--- src/rtl/ff1_rr_dispatch_pkg.sv ---
// rtl/ff1_rr_dispatch_pkg.sv - shared constants and mode type for the ff1 dispatcher
package ff1_disp_pkg;

  // Largest supported number of event lines; sizes the search's internal position math.
  localparam int MAX_WIDTH = 256;

  // Selection mode: lowest index first, or scan from the round-robin pointer.
  typedef enum logic {
    FIXED = 1'b0,
    RR    = 1'b1
  } ff1_mode_e;

endpackage

--- src/rtl/ff1_rr_dispatch_if.sv ---
// rtl/ff1_rr_dispatch_if.sv - valid/ready index offer from dispatcher to consumer
interface ff1_rr_dispatch_if #(
  parameter int IDX_W = 5
);

  logic             valid;
  logic [IDX_W-1:0] idx;
  logic             ready;

  modport master (output valid, output idx, input ready);
  modport slave  (input valid, input idx, output ready);

endinterface

--- src/rtl/ff1_rr_dispatch_rot_search.sv ---
// rtl/ff1_rr_dispatch_rot_search.sv - combinational find-first-one from a start index with wrap
module ff1_rot_search
  import ff1_disp_pkg::*;
#(
  parameter int WIDTH = 32,
  parameter int IDX_W = $clog2(WIDTH)
) (
  input  logic [WIDTH-1:0] vector,
  input  logic [IDX_W-1:0] start,
  output logic [IDX_W-1:0] idx,
  output logic             none
);

  // Wide enough to hold start + offset for any legal WIDTH before folding back.
  localparam int POS_W = $clog2(MAX_WIDTH) + 1;

  logic [POS_W-1:0] pos;

  // Walk offsets 0..WIDTH-1 from start, folding positions modulo WIDTH; first hit wins.
  always_comb begin
    idx  = '0;
    none = 1'b1;
    pos  = '0;
    for (int k = 0; k < WIDTH; k++) begin
      pos = POS_W'(start) + POS_W'(k);
      if (pos >= POS_W'(WIDTH)) begin
        pos = pos - POS_W'(WIDTH);
      end
      if (none && vector[pos[IDX_W-1:0]]) begin
        idx  = pos[IDX_W-1:0];
        none = 1'b0;
      end
    end
  end

endmodule

--- src/rtl/ff1_rr_dispatch.sv ---
// rtl/ff1_rr_dispatch.sv - sticky pending register with fixed/round-robin index offer (option: FF1_DISP_MASK_EN)
module ff1_rr_dispatch
  import ff1_disp_pkg::*;
#(
  parameter int WIDTH = 32
) (
  input  logic             clk_i,
  input  logic             rst_i,
  input  logic [WIDTH-1:0] evt_i,
  input  logic [WIDTH-1:0] clr_i,
  input  logic             rr_en_i,
`ifdef FF1_DISP_MASK_EN
  input  logic [WIDTH-1:0] mask_i,
`endif
  output logic [WIDTH-1:0] pend_o,
  ff1_rr_dispatch_if.master disp
);

  localparam int IDX_W = $clog2(WIDTH);

  logic [WIDTH-1:0] pend_q, pend_d;
  logic [IDX_W-1:0] ptr_q, ptr_d;
  logic [IDX_W-1:0] idx_q, idx_d;
  logic             valid_q, valid_d;

  logic [WIDTH-1:0] line_en;
  logic [WIDTH-1:0] acc_vec;
  logic [WIDTH-1:0] srch_vec;
  logic [IDX_W-1:0] srch_start;
  logic [IDX_W-1:0] srch_idx;
  logic             srch_none;
  logic             accept;
  ff1_mode_e        mode;

`ifdef FF1_DISP_MASK_EN
  assign line_en = mask_i;
`else
  assign line_en = '1;
`endif

  assign mode   = ff1_mode_e'(rr_en_i);
  assign accept = valid_q && disp.ready;

  // One-hot of the line being accepted this cycle.
  always_comb begin
    acc_vec = '0;
    if (accept) begin
      acc_vec[idx_q] = 1'b1;
    end
  end

  // Search the current pending set, excluding the line accepted now and lines being cleared now,
  // so the next offer never names a bit that is about to disappear.
  assign srch_vec   = pend_q & line_en & ~clr_i & ~acc_vec;
  assign srch_start = (mode == RR) ? ptr_q : '0;

  ff1_rot_search #(
    .WIDTH (WIDTH),
    .IDX_W (IDX_W)
  ) u_search (
    .vector (srch_vec),
    .start  (srch_start),
    .idx    (srch_idx),
    .none   (srch_none)
  );

  // Pending update, pointer advance and offer register load/hold/withdraw.
  always_comb begin
    pend_d  = (pend_q & ~clr_i & ~acc_vec) | evt_i;
    ptr_d   = ptr_q;
    valid_d = valid_q;
    idx_d   = idx_q;

    if (accept && (mode == RR)) begin
      ptr_d = (idx_q == IDX_W'(WIDTH - 1)) ? '0 : idx_q + IDX_W'(1);
    end

    if (!valid_q || disp.ready) begin
      valid_d = !srch_none;
      if (!srch_none) begin
        idx_d = srch_idx;
      end
    end else if (!pend_d[idx_q] || !line_en[idx_q]) begin
      // Held line vanished (cleared or masked): withdraw rather than offer a dead index.
      valid_d = 1'b0;
    end
  end

  // State registers with synchronous reset; events in the reset cycle are dropped.
  always_ff @(posedge clk_i) begin
    if (rst_i) begin
      pend_q  <= '0;
      ptr_q   <= '0;
      idx_q   <= '0;
      valid_q <= 1'b0;
    end else begin
      pend_q  <= pend_d;
      ptr_q   <= ptr_d;
      idx_q   <= idx_d;
      valid_q <= valid_d;
    end
  end

  assign pend_o     = pend_q;
  assign disp.valid = valid_q;
  assign disp.idx   = idx_q;

endmodule
--- src/flat_wrapper.sv ---
// flat-port wrapper written by rule: the top's interface ports become plain ports
module ff1_rr_dispatch_flat import ff1_disp_pkg::*;
#(
  parameter int WIDTH = 32
)
  (clk_i, rst_i, evt_i, clr_i, rr_en_i, pend_o, disp_valid, disp_idx, disp_ready);
  ff1_rr_dispatch_if disp_i ();
  input  logic clk_i;
  input  logic rst_i;
  input  logic [WIDTH-1:0] evt_i;
  input  logic [WIDTH-1:0] clr_i;
  input  logic rr_en_i;
  output logic [WIDTH-1:0] pend_o;
  output wire logic [$bits(disp_i.valid)-1:0] disp_valid;
  output wire logic [$bits(disp_i.idx)-1:0] disp_idx;
  input wire logic [$bits(disp_i.ready)-1:0] disp_ready;
  assign disp_valid = disp_i.valid;
  assign disp_idx = disp_i.idx;
  assign disp_i.ready = disp_ready;
  ff1_rr_dispatch #(.WIDTH(WIDTH)) u_core (.clk_i(clk_i), .rst_i(rst_i), .evt_i(evt_i), .clr_i(clr_i), .rr_en_i(rr_en_i), .pend_o(pend_o), .disp(disp_i));
endmodule
--- config.mk ---
export PLATFORM = sky130hd
export DESIGN_NAME = ff1_rr_dispatch_flat
export DESIGN_NICKNAME = d
export VERILOG_FILES = /design/src/rtl/ff1_rr_dispatch_pkg.sv /design/src/rtl/ff1_rr_dispatch_if.sv /design/src/rtl/ff1_rr_dispatch_rot_search.sv /design/src/rtl/ff1_rr_dispatch.sv /design/src/flat_wrapper.sv
export SDC_FILE = /design/constraint.sdc
export NUM_CORES = 1
export LEC_CHECK = 0
export ABC_AREA = 1
export CAP_MARGIN = 40
export CORE_ASPECT_RATIO = 1.5
export CORE_MARGIN = 5
export CORE_UTILIZATION = 67
export DETAILED_ROUTE_END_ITERATION = 10
export DONT_BUFFER_PORTS = 1
export PLACE_DENSITY = 0.83
export SLEW_MARGIN = 15
export SYNTH_ARGS = -nofsm -noshare
export SYNTH_HDL_FRONTEND = slang
export SYNTH_SLANG_ARGS = --single-unit
--- constraint.sdc ---
create_clock -name clk_i -period 6.8 [get_ports clk_i]
set_input_delay 1.36 -clock clk_i [delete_from_list [all_inputs] [get_ports clk_i]]
set_output_delay 1.36 -clock clk_i [all_outputs]
set_load 0.005 [all_outputs]
Word level (Yosys, flattened, before mapping)
Memory sizes are Yosys's and may differ from the RTL's. A register that Yosys moved wholly into a read port is not among the register bits. Cells that the tools add are included.

Add/subtract/negate cells: 64. Magnitude comparators: 66. Equality and inequality tests: 1. Multiplexer cells: 172. Bitwise logic cells: 6. Reductions and logical operators: 42.

Operators by type and width (count): $mux W5 (68); $lt A5 B6 Y1 const B (33); $ge A6 B6 Y1 const B (31); $bmux W1 S5 (33); $sub A5 B1 Y5 const B (32); $add A5 B5 Y6 const B (16); $mux W1 (69); $and A32 B32 Y32 (2); $not A32 Y32 (2); $add A5 B4 Y6 const B (8); $logic_and A1 B1 Y1 (34); $mux W32 (1); $or A32 B32 Y32 (1); $add A5 B3 Y6 const B (4); $add A5 B2 Y6 const B (2); $add A5 B1 Y6 const B (1); $ge A5 B6 Y1 const B (1); $add A5 B1 Y5 const B (1); $demux W1 S5 (1); $eq A5 B5 Y1 const B (1); $ge A5 B1 Y1 const B (1); $logic_not A1 Y1 (4); $logic_or A1 B1 Y1 (2); $reduce_and A2 Y1 (1); 2 further kinds (2).

Flip-flop bits (word level): 43. Memory bits (read-only): 32. Output and inout bits: 38. Word-level logic and storage cells: 356. Memories: 1.

Memory list: (name not given) (depth 32, bits a word 1, rd ports 1, clocked after memory_dff 1, write ports 0, line ff1_rr_dispatch.sv:83) `end else if (!pend_d[idx_q] || !line_en[idx_q]) begin`.

Depth between registers and ports, before layout
Depth after elaboration: 76. Depth in mapped cells: 39.

Hierarchy
Synthesis repeated with hierarchy kept, for this count alone.

Cell total of the unflattened synthesis: 1244. Area total of the unflattened synthesis: 6696.4 um^2.

By module, submodules not included: ff1_rot_search (times used 1, cells each 815, area an instance 4100.2 um^2, sequential area each 0.0 um^2); ff1_rr_dispatch (times used 1, cells each 429, area an instance 2596.2 um^2, sequential area each 860.8 um^2).

Least setup slack after synthesis
OpenSTA, ideal clock, no wires.

Path type: in2reg. Start point: input port rr_en_i. End point: register u_core.idx_q[0] (netlist: u_core.disp.idx[0]). Data arrival time: 5.915 ns. Data required time: 6.678 ns. Path slack: 0.763 ns. Cell stages on the path: 33. Path buffers: 5. Cells stage by stage: buf_6 nand2_1 clkbuf_1 clkbuf_1 ha_1 buf_2 clkinv_1 clkbuf_1 nand3_1 nand3_1 nand3_1 nand3_1 nand2_2 nor2_4 nand4_1 nor2_2 nand4_2 nor2_4 nand4_2 nor2_4 nand4_4 nor2_4 nand4_4 nor2_4 nand4_2 nor2_4 nand4_4 nor2_4 nand2_2 o21bai_4 inv_2 o21ai_1 a21oi_1.

Longest elaborated chain between the ends: 70. Elaborated cells between the ends (all ways): 289. Those cells by class: 63 x add/sub; 32 x order compare; 161 x mux; 1 x bitwise; 32 x reduce/logical.

RTL lines: start, declared (line flat_wrapper.sv:12) `input logic rr_en_i;`; $mux W5 (*) (line ff1_rr_dispatch.sv:55) `assign srch_start = (mode == RR) ? ptr_q : '0;`; $add A5 B1 Y6, or another cell as far along (line ff1_rr_dispatch_rot_search.sv:25) `pos = POS_W'(start) + POS_W'(k);`; $sub A5 B1 Y5, or another cell as far along (line ff1_rr_dispatch_rot_search.sv:27) `pos = pos - POS_W'(WIDTH);`; $mux W5 / $bmux W1 S5 (equally long branches) (line ff1_rr_dispatch_rot_search.sv:26, ff1_rr_dispatch_rot_search.sv:29); $bmux W1 S5 / $mux W1 (equally long branches) (line ff1_rr_dispatch_rot_search.sv:29) `if (none && vector[pos[IDX_W-1:0]]) begin`; $mux W1 (implied by the code) (line ff1_rr_dispatch_rot_search.sv:29); $logic_and A1 B1 Y1 (line ff1_rr_dispatch_rot_search.sv:29); $mux W1 (line ff1_rr_dispatch_rot_search.sv:29); [54 not listed]; $logic_and A1 B1 Y1 (line ff1_rr_dispatch_rot_search.sv:29); $mux W1 (line ff1_rr_dispatch_rot_search.sv:29); $logic_and A1 B1 Y1 (line ff1_rr_dispatch_rot_search.sv:29); $mux W1 (line ff1_rr_dispatch_rot_search.sv:29); $logic_and A1 B1 Y1 (line ff1_rr_dispatch_rot_search.sv:29); $mux W1 (line ff1_rr_dispatch_rot_search.sv:29); $not A1 Y1 (no line); $reduce_and A2 Y1 (no line); end signal, assigned (line ff1_rr_dispatch.sv:99) `idx_q <= idx_d;`; end, declared (line ff1_rr_dispatch.sv:23) `logic [IDX_W-1:0] idx_q, idx_d;`.

Every way passes the cells marked *; elsewhere a longest branch is shown, timed or not. The select of a mux whose other input is x is not followed. A chain may end at the register's enable or synchronous reset.

Worst setup path after layout
Start point: input port rr_en_i. End point: register u_core.idx_q[4] (netlist: u_core.disp.idx[4]).

Same word-level chain as after synthesis.

==> results.ini <==
[die]
die_w_um = 92.49
start_util_pct = 67.86
dieArea_um2 = 12370
core_area_um2 = 10080
rows = 45
io_pins = 106
die_h_um = 133.7

[detailed_routing]
ant_nets = 0
wl_per_cell_um = 21.14
drt-pass1-iter-count = 11
routed_wirelength_mm = 29.49
drt_iter0_markers = 1545
drc = 13
num_vias = 9462
viasPerCell = 6.783

[synthesis]
ys_async_sr_fraction_pct = 0
ys_seq_elements = 43
synth_warnings = 0
synth-edff-count = 0
ys_top_cells_by_area = nand3_1 (22%), nand2_1 (18%), dfxtp_1 (13%)
ys.flop_type = dfxtp_1
ys_types = 44
ys_seq_area_share_pct = 12.59
syn_nets = 1369
synthCells = 1284
yosys.area.top_type = nand3_1
avgSynthCellArea_um2 = 5.326
synth_area_um2 = 6839
synth_top_area_share_pct = 22.25

[sta]
timing.fmax_ghz = 0.1735
layout_min_cycle_time_ns = 5.764
finClkSkew_ns = 0.002783
setup_viol = 0
finalMaxSlewViolations = 0
setup_ws_ns = 1.036
hold_viol_final = 0
rsz0062_at_grt = no
hold_ws_ns = 0.4763
relSlewSlack_pct = 48.36
min_period_over_period_pct = 84.76
setup_tns_ns = 0
worstMarginPinSlew_ns = 0.7717

[pwr]
power_leakage_nw = 3.600
p_per_area_nw_per_um2 = 179.5
ir_worst_vdd_v = 0.0001982

[finish]
antenna_cells = 0
final_cell_count_no_fill = 1395
fill_cells = 967
final_nets = 1362
area_growth_pct = 4.281
final_util_pct = 70.76
most-common-layout-cells = nand2_1 (324), nand3_1 (304), nor2_1 (208), inv_1 (113), a21oi_1 (51)
final_layout_size_suffix_gt1_share_pct = 7.590
final_common_cell = nand2_1

[worst_hold_path]
min_path_type = flop to flop
min_delay_worst_endpoint = u_core.ptr_q[2]$_SDFFE_PP0P_
hold_path_startpoint = u_core.ptr_q[2]$_SDFFE_PP0P_
hold_path_depth = 2

[cts]
cts-buffers-inserted = 5
cts_resized = 0
clk_pin_slew_ns = 0.06
numClockSinks = 43
holdBufCountCts = 0
post-cts-setup-buffer-count = 0
clockRootBuffer = clkbuf_16
clk_latency_ns = 0.30
clock_path_buffers = 2
cts_tree = done
h-tree-depth = 2

[critical_path]
cp_common_cell = nor2_4
arrival_ns = 5.96
rrSetupSlack_ns = 1.25
crit_type = input pin to flop
cp_slowest_cell = xor2_2
cp-end-kind = flop
reg2reg_from = u_core.disp.idx[0]$_SDFFE_PP0P_
timing.rr.end = u_core.disp.idx[4]$_SDFFE_PP0P_
worst-path-max-fanout = 10
r2r_cells = 34
slowest_delay_ns = 0.40
cp.required_ns = 6.99
cpLargestDelayFamily = simple AND/OR/NAND/NOR gates
cp-start-kind = input pin
crit_buf_inv = 2

[place]
dpl_worst_slack_ns = 0.8379
gp_congestion = 1.109
io_buffer_count = 0
hpwl_mm = 22.56
placed_cells = 1387

[global_route]
grt_pass1_wl_mm = 46.38
overflow = 0
first_global_vias = 8853
antenna_found_initial = 1
grt_max_degree = 43
grt_use_total_pct = 47.99

[job]
drv_cap = 0

[run_status]
violations = DRC
outcome = complete, but fails checks

==> power by group <==
group | internal (W) | switching, W
combinational | 0.000198 | 0.000481
sequential | 0.000274 | 0.0000333
clock | 0.000183 | 0.000112
total | 0.000654 | 0.000626
==> state kept, by name (all words and copies together) (netlist names) <==
signal             cells
u_core.ptr_q           5
u_core.disp.valid      1
u_core.pend_o         32
u_core.disp.idx        5
==> worst max-delay path by stage <==
| stage | end | slack (ns) | cells after the start | startpoint |
|---|---|---|---|---|
| final | u_core.disp.idx[4]$_SDFFE_PP0P_ | 1.04 | 28 | rr_en_i |
| after global routing | u_core.disp.idx[0]$_SDFFE_PP0P_ | 0.64 | 28 | rr_en_i |
| after CTS | u_core.disp.idx[4]$_SDFFE_PP0P_ | 1.13 | 28 | rr_en_i |
| after detailed placement | u_core.disp.idx[0]$_SDFFE_PP0P_ | 0.84 | 28 | rr_en_i |
| after global placement | u_core.disp.idx[0]$_SDFFE_PP0P_ | 0.94 | 28 | rr_en_i |
| after floorplan | u_core.disp.idx[0]$_SDFFE_PP0P_ | 0.76 | 33 | rr_en_i |
==> logic make-up (layout without fill, tap and decap cells) <==
group                    after synthesis  count (layout)  synth area share (%)
AND/OR/NAND/NOR                      906             906                 60.32
buffers and inverters                173             167                 10.74
AO/OA/AOI/OAI                        127             127                 10.50
flip-flops                            43              43                 12.59
XOR/XNOR                              18              18                 2.744
adder cells (fa/ha/maj)               17              17                 3.110
==> synth_stat cells (all sizes together) (5+ instances only) <==
| library cell | count |
|---|---|
| clkbuf | 16 |
| nor2 | 220 |
| nand4 | 25 |
| o21a | 5 |
| nand2 | 338 |
| o211ai | 8 |
| dfxtp | 43 |
| a21oi | 51 |
| o21ai | 48 |
| nor3 | 5 |
| buf | 24 |
| xor2 | 16 |
| inv | 129 |
| nand3 | 311 |
| a31oi | 9 |
| ha | 17 |
==> metal layers <==
layer | GRT usage, % | wire [um]
met1 | 51.71 | 9319
met4 | 42.48 | 3566
met2 | 74.20 | 12850
met3 | 15.42 | 3755
met5 | 0.4167 | 0
==> tightest hold or removal path, cell delays in order, from the launching register on <==
cell and delay (ns):
dfxtp_1 0.32, nand2_1 0.06, a21oi_1 0.05
==> layout make-up <==
class,count,area (um2),share of cell area [%]
Sequential cell,43,860.8,12.07
Clock buffer,6,138.9,1.947
Clock inverter,2,35.03,0.4912
Tap cell,117,146.4,2.053
Timing Repair Buffer,26,195.2,2.737
Multi-Input combinational cell,1068,5244,73.53
Inverter,133,511.7,7.175
==> stage by stage <==
step                area, um2   power, W
floorplan                6839  0.0007793
global placement         6958  0.0009433
detailed placement       6958  0.0009502
CTS                      7132   0.001244
global route             7132   0.001354
finish                   7132   0.001280
No activity file was read; power rests on OpenSTA's default activity.
